$ cat config.mk
export PLATFORM = sky130hd
export DESIGN_NAME = prog_sqr_wave_multi
export DESIGN_NICKNAME = d
export VERILOG_FILES = /design/src/rtl/prog_sqr_wave_multi.sv
export SDC_FILE = /design/constraint.sdc
export NUM_CORES = 1
export LEC_CHECK = 0
export ABC_AREA = 1
export CORE_UTILIZATION = 50
export DETAILED_ROUTE_END_ITERATION = 10
export HOLD_SLACK_MARGIN = 0.1
export PLACE_DENSITY = 0.79
export SETUP_SLACK_MARGIN = 0.05
export SYNTH_ARGS = -nofsm -noshare
export SYNTH_HDL_FRONTEND = slang
export SYNTH_SLANG_ARGS = --single-unit
$ cat constraint.sdc
create_clock -name clk_i -period 2.6 [get_ports clk_i]
set_input_delay 0.52 -clock clk_i [delete_from_list [all_inputs] [get_ports clk_i]]
set_output_delay 0.52 -clock clk_i [all_outputs]
set_load 0.02 [all_outputs]
$ cat src/rtl/prog_sqr_wave_multi.sv
// Multi-channel programmable square-wave/pulse generator: each channel emits m units high then n units low,
// with one unit set by a shared prescaler, in continuous or one-shot mode, with busy/done status.
module prog_sqr_wave_multi #(
   parameter int CH       = 4,
   parameter int W        = 4,
   parameter int TICK_DIV = 10
) (
   input  logic            clk_i,
   input  logic            rst_i,
   input  logic [CH-1:0]   en_i,
   input  logic [CH-1:0]   mode_i,
   input  logic [CH-1:0]   start_i,
   input  logic [CH*W-1:0] m_i,
   input  logic [CH*W-1:0] n_i,
   output logic [CH-1:0]   out_o,
   output logic [CH-1:0]   busy_o,
   output logic [CH-1:0]   done_o
);

   localparam int PW = (TICK_DIV > 1) ? $clog2(TICK_DIV) : 1;
   localparam logic [PW-1:0] PRESC_LAST = PW'(TICK_DIV - 1);
   localparam logic [W-1:0]  ONE = W'(1);

   typedef enum logic [1:0] {
      IDLE,
      HIGH,
      LOW
   } chState_e;

   logic [PW-1:0] prescQ, prescD;
   logic          tick;

   chState_e      stateQ [CH];
   chState_e      stateD [CH];
   logic [W-1:0]  cntQ [CH];
   logic [W-1:0]  cntD [CH];
   logic [W-1:0]  mLQ [CH];
   logic [W-1:0]  mLD [CH];
   logic [W-1:0]  nLQ [CH];
   logic [W-1:0]  nLD [CH];
   logic [CH-1:0] pendingQ, pendingD;
   logic [CH-1:0] outQ, outD;
   logic [CH-1:0] busyQ, busyD;
   logic [CH-1:0] doneQ, doneD;

   assign tick   = (prescQ == PRESC_LAST);
   assign prescD = tick ? '0 : prescQ + PW'(1);

   // Period end either chains straight into a new period start (continuous, still enabled) or parks in IDLE.
   always_comb begin
      pendingD = pendingQ;
      doneD    = '0;
      outD     = '0;
      busyD    = '0;
      for (int i = 0; i < CH; i++) begin : chNext
         logic doStart;
         logic doEnd;
         logic consumed;
         logic [W-1:0] mIn;
         logic [W-1:0] nIn;
         doStart   = 1'b0;
         doEnd     = 1'b0;
         consumed  = 1'b0;
         mIn       = m_i[i*W +: W];
         nIn       = n_i[i*W +: W];
         stateD[i] = stateQ[i];
         cntD[i]   = cntQ[i];
         mLD[i]    = mLQ[i];
         nLD[i]    = nLQ[i];

         if (tick) begin
            case (stateQ[i])
               IDLE: begin
                  if (!mode_i[i] && en_i[i]) begin
                     doStart = 1'b1;
                  end else if (mode_i[i] && pendingQ[i]) begin
                     consumed    = 1'b1;
                     pendingD[i] = 1'b0;
                     doStart     = 1'b1;
                  end
               end
               HIGH: begin
                  if (cntQ[i] == mLQ[i] - ONE) begin
                     if (nLQ[i] != '0) begin
                        stateD[i] = LOW;
                        cntD[i]   = '0;
                     end else begin
                        doEnd = 1'b1;
                     end
                  end else begin
                     cntD[i] = cntQ[i] + ONE;
                  end
               end
               LOW: begin
                  if (cntQ[i] == nLQ[i] - ONE) begin
                     doEnd = 1'b1;
                  end else begin
                     cntD[i] = cntQ[i] + ONE;
                  end
               end
               default: stateD[i] = IDLE;
            endcase
         end

         if (doEnd) begin
            stateD[i] = IDLE;
            cntD[i]   = '0;
            if (mode_i[i]) begin
               doneD[i] = 1'b1;
            end else if (en_i[i]) begin
               doStart = 1'b1;
            end
         end

         // A zero-length period is a complete period in itself, so a one-shot still reports done.
         if (doStart) begin
            mLD[i]  = mIn;
            nLD[i]  = nIn;
            cntD[i] = '0;
            if (mIn != '0) begin
               stateD[i] = HIGH;
            end else if (nIn != '0) begin
               stateD[i] = LOW;
            end else begin
               stateD[i] = IDLE;
               if (mode_i[i]) begin
                  doneD[i] = 1'b1;
               end
            end
         end

         if ((stateQ[i] == IDLE) && mode_i[i] && start_i[i] && !consumed) begin
            pendingD[i] = 1'b1;
         end

         outD[i]  = (stateD[i] == HIGH);
         busyD[i] = (stateD[i] != IDLE);
      end
   end

   // Single synchronous reset point for the prescaler and all channel state.
   always_ff @(posedge clk_i) begin
      if (rst_i) begin
         prescQ   <= '0;
         pendingQ <= '0;
         outQ     <= '0;
         busyQ    <= '0;
         doneQ    <= '0;
         for (int i = 0; i < CH; i++) begin
            stateQ[i] <= IDLE;
            cntQ[i]   <= '0;
            mLQ[i]    <= '0;
            nLQ[i]    <= '0;
         end
      end else begin
         prescQ   <= prescD;
         pendingQ <= pendingD;
         outQ     <= outD;
         busyQ    <= busyD;
         doneQ    <= doneD;
         for (int i = 0; i < CH; i++) begin
            stateQ[i] <= stateD[i];
            cntQ[i]   <= cntD[i];
            mLQ[i]    <= mLD[i];
            nLQ[i]    <= nLD[i];
         end
      end
   end

   assign out_o  = outQ;
   assign busy_o = busyQ;
   assign done_o = doneQ;

endmodule

## Yosys cells after proc, flatten, opt, wreduce, memory -nomap -nowiden

Memories as Yosys holds them, arrays and structs flattened.
Index checks and enable logic that the tools add are counted.

| storage, ports and cells | value |
|---|---|
| register bits | 20 |
| latch bits | 0 |
| memory bits (writable) | 56 |
| ROM bits | 0 |
| bits of input ports | 46 |
| output and inout bits | 12 |
| memories | 4 |

| operators by class | value |
|---|---|
| add/sub/neg operators | 13 |
| multiply operators | 0 |
| div/mod/pow operators | 0 |
| order comparisons | 0 |
| equality and inequality tests | 25 |
| shift operators | 0 |
| mux-type cells | 191 |
| bitwise logic cells | 16 |
| reductions and logical operators | 69 |

Memories:

| memory | depth | bits a word | read ports | clocked after memory_dff | write ports | RTL line | text |
|---|---|---|---|---|---|---|---|
| cntQ | 4 | 4 | 4 | 0 | 4 | 35 | `logic [W-1:0] cntQ [CH];` |
| mLQ | 4 | 4 | 4 | 0 | 4 | 37 | `logic [W-1:0] mLQ [CH];` |
| nLQ | 4 | 4 | 4 | 0 | 4 | 39 | `logic [W-1:0] nLQ [CH];` |
| stateQ | 4 | 2 | 4 | 0 | 4 | 33 | `chState_e stateQ [CH];` |

Operator list:

| cell | count |
|---|---|
| $mux W4 | 44 |
| $mux W1 | 103 |
| $mux W2 | 32 |
| $reduce_bool A4 Y1 | 12 |
| $eq A4 B4 Y1 | 8 |
| $pmux W4 S2 | 4 |
| $reduce_bool A2 Y1 | 16 |
| $sub A4 B1 Y4 const B | 8 |
| $add A4 B1 Y4 const B | 5 |
| $logic_and A1 B1 Y1 | 20 |
| $eq A2 B1 Y1 const B | 8 |
| $or A1 B1 Y1 | 16 |
| $pmux W2 S2 | 4 |
| $reduce_and A4 Y1 | 4 |
| $reduce_or A2 Y1 | 5 |
| $eq A2 B2 Y1 const B | 4 |
| $logic_not A1 Y1 | 8 |
| $logic_not A2 Y1 | 4 |
| $ne A2 B1 Y1 const B | 4 |
| $pmux W1 S2 | 4 |
| $eq A4 B4 Y1 const B | 1 |

## Depth between registers and ports, before layout

Gate-level depths: netlist of run 1.

| depth | value |
|---|---|
| depth after elaboration | 10 |
| depth in mapped cells | 17 |
| depth with buffers taken out | 16 |

## Least setup slack after synthesis of run 1

No wires, ideal clock.

| path | value |
|---|---|
| path type | flip-flop to flip-flop |
| from | memory mLQ[1][0] |
| to | register busyQ[1] (netlist: busy_o[1]) |
| arrival | 1.673 ns |
| required time | 2.480 ns |
| path slack | 0.807 ns |
| cell stages (with the launch flop) | 15 |
| path buffers | 1 |
| cells stage by stage | dfxtp_1 -> inv_1 -> ha_1 -> or2_2 -> nand3_2 -> nor2_2 -> nand3_2 -> nand2_2 -> nand2_2 -> nand2_4 -> buf_6 -> nand3_2 -> nand2_2 -> nand2_1 -> nand2_1 |

RTL lines:

| item | RTL line | text |
|---|---|---|
| start: declaration | 37 |  |
| end signal: assignment | 159 | `busyQ <= busyD;` |
| end: declaration | 43 | `logic [CH-1:0] busyQ, busyD;` |

==> results of run 1 <==
## worst min-delay path, delay by kind of cell, from the launching register on
kind / cells / cell delay (ps)
flip-flops: 1 / 320
AO/OA/AOI/OAI: 1 / 50
buffers and inverters: 1 / 50
## stage by stage
step / worst slack, ps / utilization / hold slack, ps / std cells
finish: 434 / 0.615 / 450 / 933
global route: 222 / 0.615 / 472 / 933
CTS: 462 / 0.615 / 453 / 933
detailed placement: 335 / 0.591 / 441 / 917
global placement: 394 / 0.591 / 432 / 917
floorplan: 807 / - / 423 / 741
## power by group
group	switching (mW)	total, mW	internal (mW)
Combinational	0.0694	0.152	0.0825
Sequential	0.00658	1.18	1.17
Clock	0.455	1.03	0.571
Total	0.531	2.36	1.82
## Yosys cell counts (all sizes together)
cell    number
xnor2       15
nand2      202
nor3         1
clkbuf       5
mux2i        1
a21oi       35
or2          4
o22ai        2
nor2       107
nor4         8
ha          30
buf          9
a21boi       3
and3         2
nand4        8
dfxtp       76
inv        109
nand3       78
bufbuf       1
a211oi       1
o21bai       1
xor2        12
o21ai       31
## layer usage
metal  vias to the layer above  GRT usage
li1                       2446          -
met1                      2111      0.269
met2                       137      0.406
met3                        18     0.0416
met4                         0     0.0970
met5                         -          0
## final timing paths
path                                  start     endpoint  slack (ps)  cells past startpoint
worst max-delay path              nLQ[2][0]    done_o[2]         430                     15
worst min-delay path            pendingQ[1]  pendingQ[1]         450                      2
worst max register to register    nLQ[2][0]    done_o[2]         430                     15
worst min register to register  pendingQ[1]  pendingQ[1]         450                      2
## cells by family (layout without fill, tap and decap cells)
logic type | after synthesis | in the layout | share of synthesized area
and+or+nand+nor | 410 | 410 | 0.375
buffers and inverters | 124 | 187 | 0.109
DFF | 76 | 76 | 0.311
AOI/OAI and AO/OA | 73 | 73 | 0.0777
adders and majority gates | 30 | 30 | 0.0767
xor gates and xnor gates | 27 | 27 | 0.0483
muxes | 1 | 1 | 0.00204
## layout make-up
| type | count | area (µm²) | share of cell area |
|---|---|---|---|
| flip-flops and latches | 76 | 1520 | 0.264 |
| well taps | 129 | 161 | 0.0280 |
| inverters | 109 | 409 | 0.0710 |
| repair buffers | 62 | 608 | 0.105 |
| clock buffers | 11 | 141 | 0.0245 |
| multi-input cells | 541 | 2840 | 0.493 |
| clock inverters | 5 | 83.8 | 0.0145 |
## sequential cells by signal, summed over array words and instances (netlist names)
name,flops
done_o,4
pendingQ,4
nLQ,16
out_o,4
prescQ,4
stateQ,8
busy_o,4
mLQ,16
cntQ,16
==> impl_metrics.toml, run 1 <==
[routing]
drc = 0
dr_total_vias = 4712
drt-total-wl_um = 10900
wl_per_cell_um = 11.7
top_layer = "met4"
route.met3.wl_um = 558
dr_wl_met2_um = 5250
dr.pass1.iters = 5
drt-met1-wl_um = 4950
drtIter0Drc = 178
via_per_inst = 5.05
antenna_left = 0

[critical_path]
cp.buffers_inverters = 3
cp.required_ps = 2910
critPathMostFrequentCell = "nand2_1"
path_class = "flop to flop"
cpPeakStageDelay_ps = 380
crit_chain = "inv_1 > ha_1 > nand2_1 > inv_1 > nor2_1 > nand3_1 > nor2_1 > nand2_1 > nand2_1 > nand2_1 > nand2_2 > nand2_2 > o21ai_0 > nand2_1 > inv_1"
cp-start-kind = "flop"
cpMaxStageDelayCell = "dfxtp_1"
cp-end-kind = "flop"
crit_fanout = 12
worstPathArrival_ps = 2480
critPathTopFamily = "simple AND/OR/NAND/NOR gates"

[placement]
dpl.hpwl_um = 8400
gp_congestion = 0.921
io_buffers = 57
dpl_cell_area_um2 = 5540

[final_layout]
fin_area_um2 = 5770
layout-drive-gt1-share = 0.0697
nets = 875
n_antenna_cell = 0
layout_commonest_cell = "nand2_1"
final_cell_mix = "189 x nand2_1, 106 x inv_1, 102 x nor2_1"
fillCellCount = 865
area_growth_pct = 17.8

[clock_network]
cts_buffers = 9
postCtsSetupRepairBufs = 0
h-tree-depth = 3
cts.path.max_buffers = 2
clk_latency_ps = 360
cts_root_buf = "clkbuf_8"
cts_sinks = 76
hold_buffers = 0
post_cts_resized = 0
clk_pin_slew_ps = 90
cts_tree = "done"

[yosys]
synth_seq_cells = 76
synthesis.nets = 817
synth_cells = 741
yosysSeqAreaShare = 0.311
ys_warn_count = 0
synth_area_per_cell_um2 = 6.61
yosys.area.top_type = "dfxtp_1"
synth_cell_type_count = 35
netlist.area_leader.share = 0.311
synth.cell_area_um2 = 4900
ys_top_cells_by_area = "dfxtp_1 31%, nand2_1 14%, inv_1 8.1%"

[outcome]
status = "completed"

[global_routing]
grt_overflow = 0
antenna_found_initial = 0
grt_pass1_vias = 4440
groute.usage.overall = 0.229
grt_max_degree = 26
grt_pass1_wl_um = 18600

[timing]
period_needed_ps = 2170
max_freq_ghz = 0.462
final.setup.tns_ps = 0
period_share = 0.833
skew_ps = 12.9
final-setup-viol-count = 0
hold_violations = 0
tightest_slew_ps = 467
slew_viol_final = 0
grt_setup_unrepaired = "false"
slew_headroom = 0.686

[pwr]
leakage_nw = 2.65
power_density_nw_per_um2 = 409
irDropWorstVdd_mv = 0.295
total_power_mw = 2.36

[die]
fp.dieW_um = 101
die_h_um = 101
coreArea_um2 = 9370
rows = 35
die-area_um2 = 10200
initial_core_util = 0.522
pin_count = 58

[worst_hold_path]
worstHoldPathType = "flop to flop"

[run]
maxCapViolations = 0
Power figures use the tool's default switching activity.
==> run 2: changes to the inputs <==
--- a/config.mk
+++ b/config.mk
@@ -9,7 +9,7 @@
 export CORE_UTILIZATION = 50
 export DETAILED_ROUTE_END_ITERATION = 10
 export HOLD_SLACK_MARGIN = 0.1
-export PLACE_DENSITY = 0.79
+export PLACE_DENSITY = 0.81
 export SETUP_SLACK_MARGIN = 0.05
 export SYNTH_ARGS = -nofsm -noshare
 export SYNTH_HDL_FRONTEND = slang
==> constraint.sdc (replaced) <==
create_clock -name clk_i -period 1.88 [get_ports clk_i]
set_input_delay 0.376 -clock clk_i [delete_from_list [all_inputs] [get_ports clk_i]]
set_output_delay 0.376 -clock clk_i [all_outputs]
set_load 0.02 [all_outputs]
==> run 2 against run 1 <==
The run now ends with negative setup slack left. Critical path depth down 2. Clock power grew 31%. Worst setup slack worse by 560 ps. Flip-flop and latch count stayed put. Sequential power increased by 38%. Register-to-register slack lost 560 ps. Cell area rose by 23%. Routed wire length up 33%. Core utilization increased by 14 points. Critical endpoint is now nLQ[0][1].
==> impl_metrics.toml, run 2 (synthesized netlist as in run 1, its figures left out) <==
[routing]
top_layer = "met4"
dr_wl_met2_um = 7540
route.met3.wl_um = 782
drt-met1-wl_um = 5800
dr_total_vias = 5311
drc = 0
drt-total-wl_um = 14600
wl_per_cell_um = 14.7
dr.pass1.iters = 4
antenna_left = 0
drtIter0Drc = 230
via_per_inst = 5.34

[final_layout]
area_growth_pct = 44.8
fin_cells = 995
reg_top3 = "cntQ: 16 flops, mLQ: 16 flops, nLQ: 16 flops"
nets = 937
layout_commonest_cell = "nand2_1"
fillCellCount = 648
layout-drive-gt1-share = 0.342
final_cell_mix = "152 x nand2_1, 81 x nor2_1, 77 x inv_1"
n_antenna_cell = 0

[critical_path]
cp.required_ps = 2190
crit_chain = "inv_2 > ha_4 > nor2_1 > nor2_1 > nand3_1 > nor2_2 > nand2_2 > nand2_4 > nand3_4 > nand2_8 > buf_8 > o21ai_1 > nor2_1"
worstPathArrival_ps = 2310
critPathTopFamily = "simple AND/OR/NAND/NOR gates"
cp-start-kind = "flop"
crit_fanout = 7
critPathMostFrequentCell = "nor2_1"
cpPeakStageDelay_ps = 360
cp.buffers_inverters = 2
path_class = "flop to flop"
ff2ff_setup_slack_ps = -120
cpMaxStageDelayCell = "dfxtp_2"
cp-end-kind = "flop"

[timing]
final-setup-viol-count = 25
hold_violations = 0
slew_viol_final = 0
final.setup.tns_ps = -1570
setup_slack_ps = -121
period_share = 1.06
period_needed_ps = 2000
slew_headroom = 0.590
timing.hold.ws_ps = 449
skew_ps = 14.0
tightest_slew_ps = 609
grt_setup_unrepaired = "true"
max_freq_ghz = 0.500

[pwr]
leakage_nw = 3.11
irDropWorstVdd_mv = 0.332
power_density_nw_per_um2 = 459
total_power_mw = 3.25

[clock_network]
cts_tree = "done"
hold_buffers = 0
h-tree-depth = 3
cts.path.max_buffers = 2
clk_latency_ps = 370
clk_pin_slew_ps = 90
cts_sinks = 76
cts_root_buf = "clkbuf_8"
cts_buffers = 9

[global_routing]
grt_max_degree = 26
antenna_found_initial = 0
grt_overflow = 0
grt_pass1_wl_um = 21100
grt_pass1_vias = 4947
groute.usage.overall = 0.258

[die]
pin_count = 58
coreArea_um2 = 9370
rows = 35
die_h_um = 101
fp.dieW_um = 101
initial_core_util = 0.522
die-area_um2 = 10200

[run]
maxCapViolations = 0

[outcome]
status = "finished, violations left"
violations = "negative setup slack"

[placement]
dp_cells = 959
dpl.hpwl_um = 8790
preCtsSetupSlack_ps = -113
io_buffers = 57
gp_congestion = 0.890

[worst_hold_path]
worstHoldPathType = "flop to flop"
## run 2: layer usage
metal,GRT usage,up-vias
met5,0,-
met4,0.103,0
met3,0.0527,52
met2,0.463,193
met1,0.298,2487
li1,-,2579
## run 2: path summary, 6_finish.rpt
| check | startpoint | endpoint | cells after the start |
|---|---|---|---|
| worst min-delay path | prescQ[0] | prescQ[0] | 1 |
| worst max-delay path | nLQ[0][0] | nLQ[0][1] | 13 |
| worst min register to register | prescQ[0] | prescQ[0] | 1 |
| worst max register to register | nLQ[0][0] | nLQ[0][1] | 13 |
## run 2: worst register-to-register path: stages (launching register included)
cell and delay, ps:
dfxtp_2 360, inv_2 70, ha_4 270, nor2_1 30, nor2_1 160, nand3_1 120
nor2_2 130, nand2_2 110, nand2_4 140, nand3_4 110, nand2_8 120, buf_8 150
o21ai_1 60, nor2_1 100
## run 2: where the power goes
group | leakage, nW | switching (mW) | internal, mW
Combinational | 2.39 | 0.127 | 0.142
Sequential | 0.625 | 0.0112 | 1.62
Clock | 0.0955 | 0.694 | 0.659
## run 2: layout make-up
type                            count  area (µm²)  area share
Clock buffer                       10         138      0.0194
Inverter                          109         417      0.0588
Multi-Input combinational cell    541        3570       0.503
Sequential cell                    76        1550       0.219
Tap cell                          129         161      0.0228
Clock inverter                      6        70.1     0.00989
Timing Repair Buffer              124        1180       0.166
## run 2: timing repair
action,4_1_cts,5_1_grt
pin swaps,26,92
setup buffers,5,16
setup endpoints to repair,61,67
gates resized for setup,66,192
## run 2: per-stage QoR
stage                      util  instance area (µm²)
after floorplan               -                 4900
after global placement    0.629                 5890
after detailed placement  0.629                 5890
after CTS                 0.678                 6360
after global routing      0.756                 7090
final                     0.756                 7090
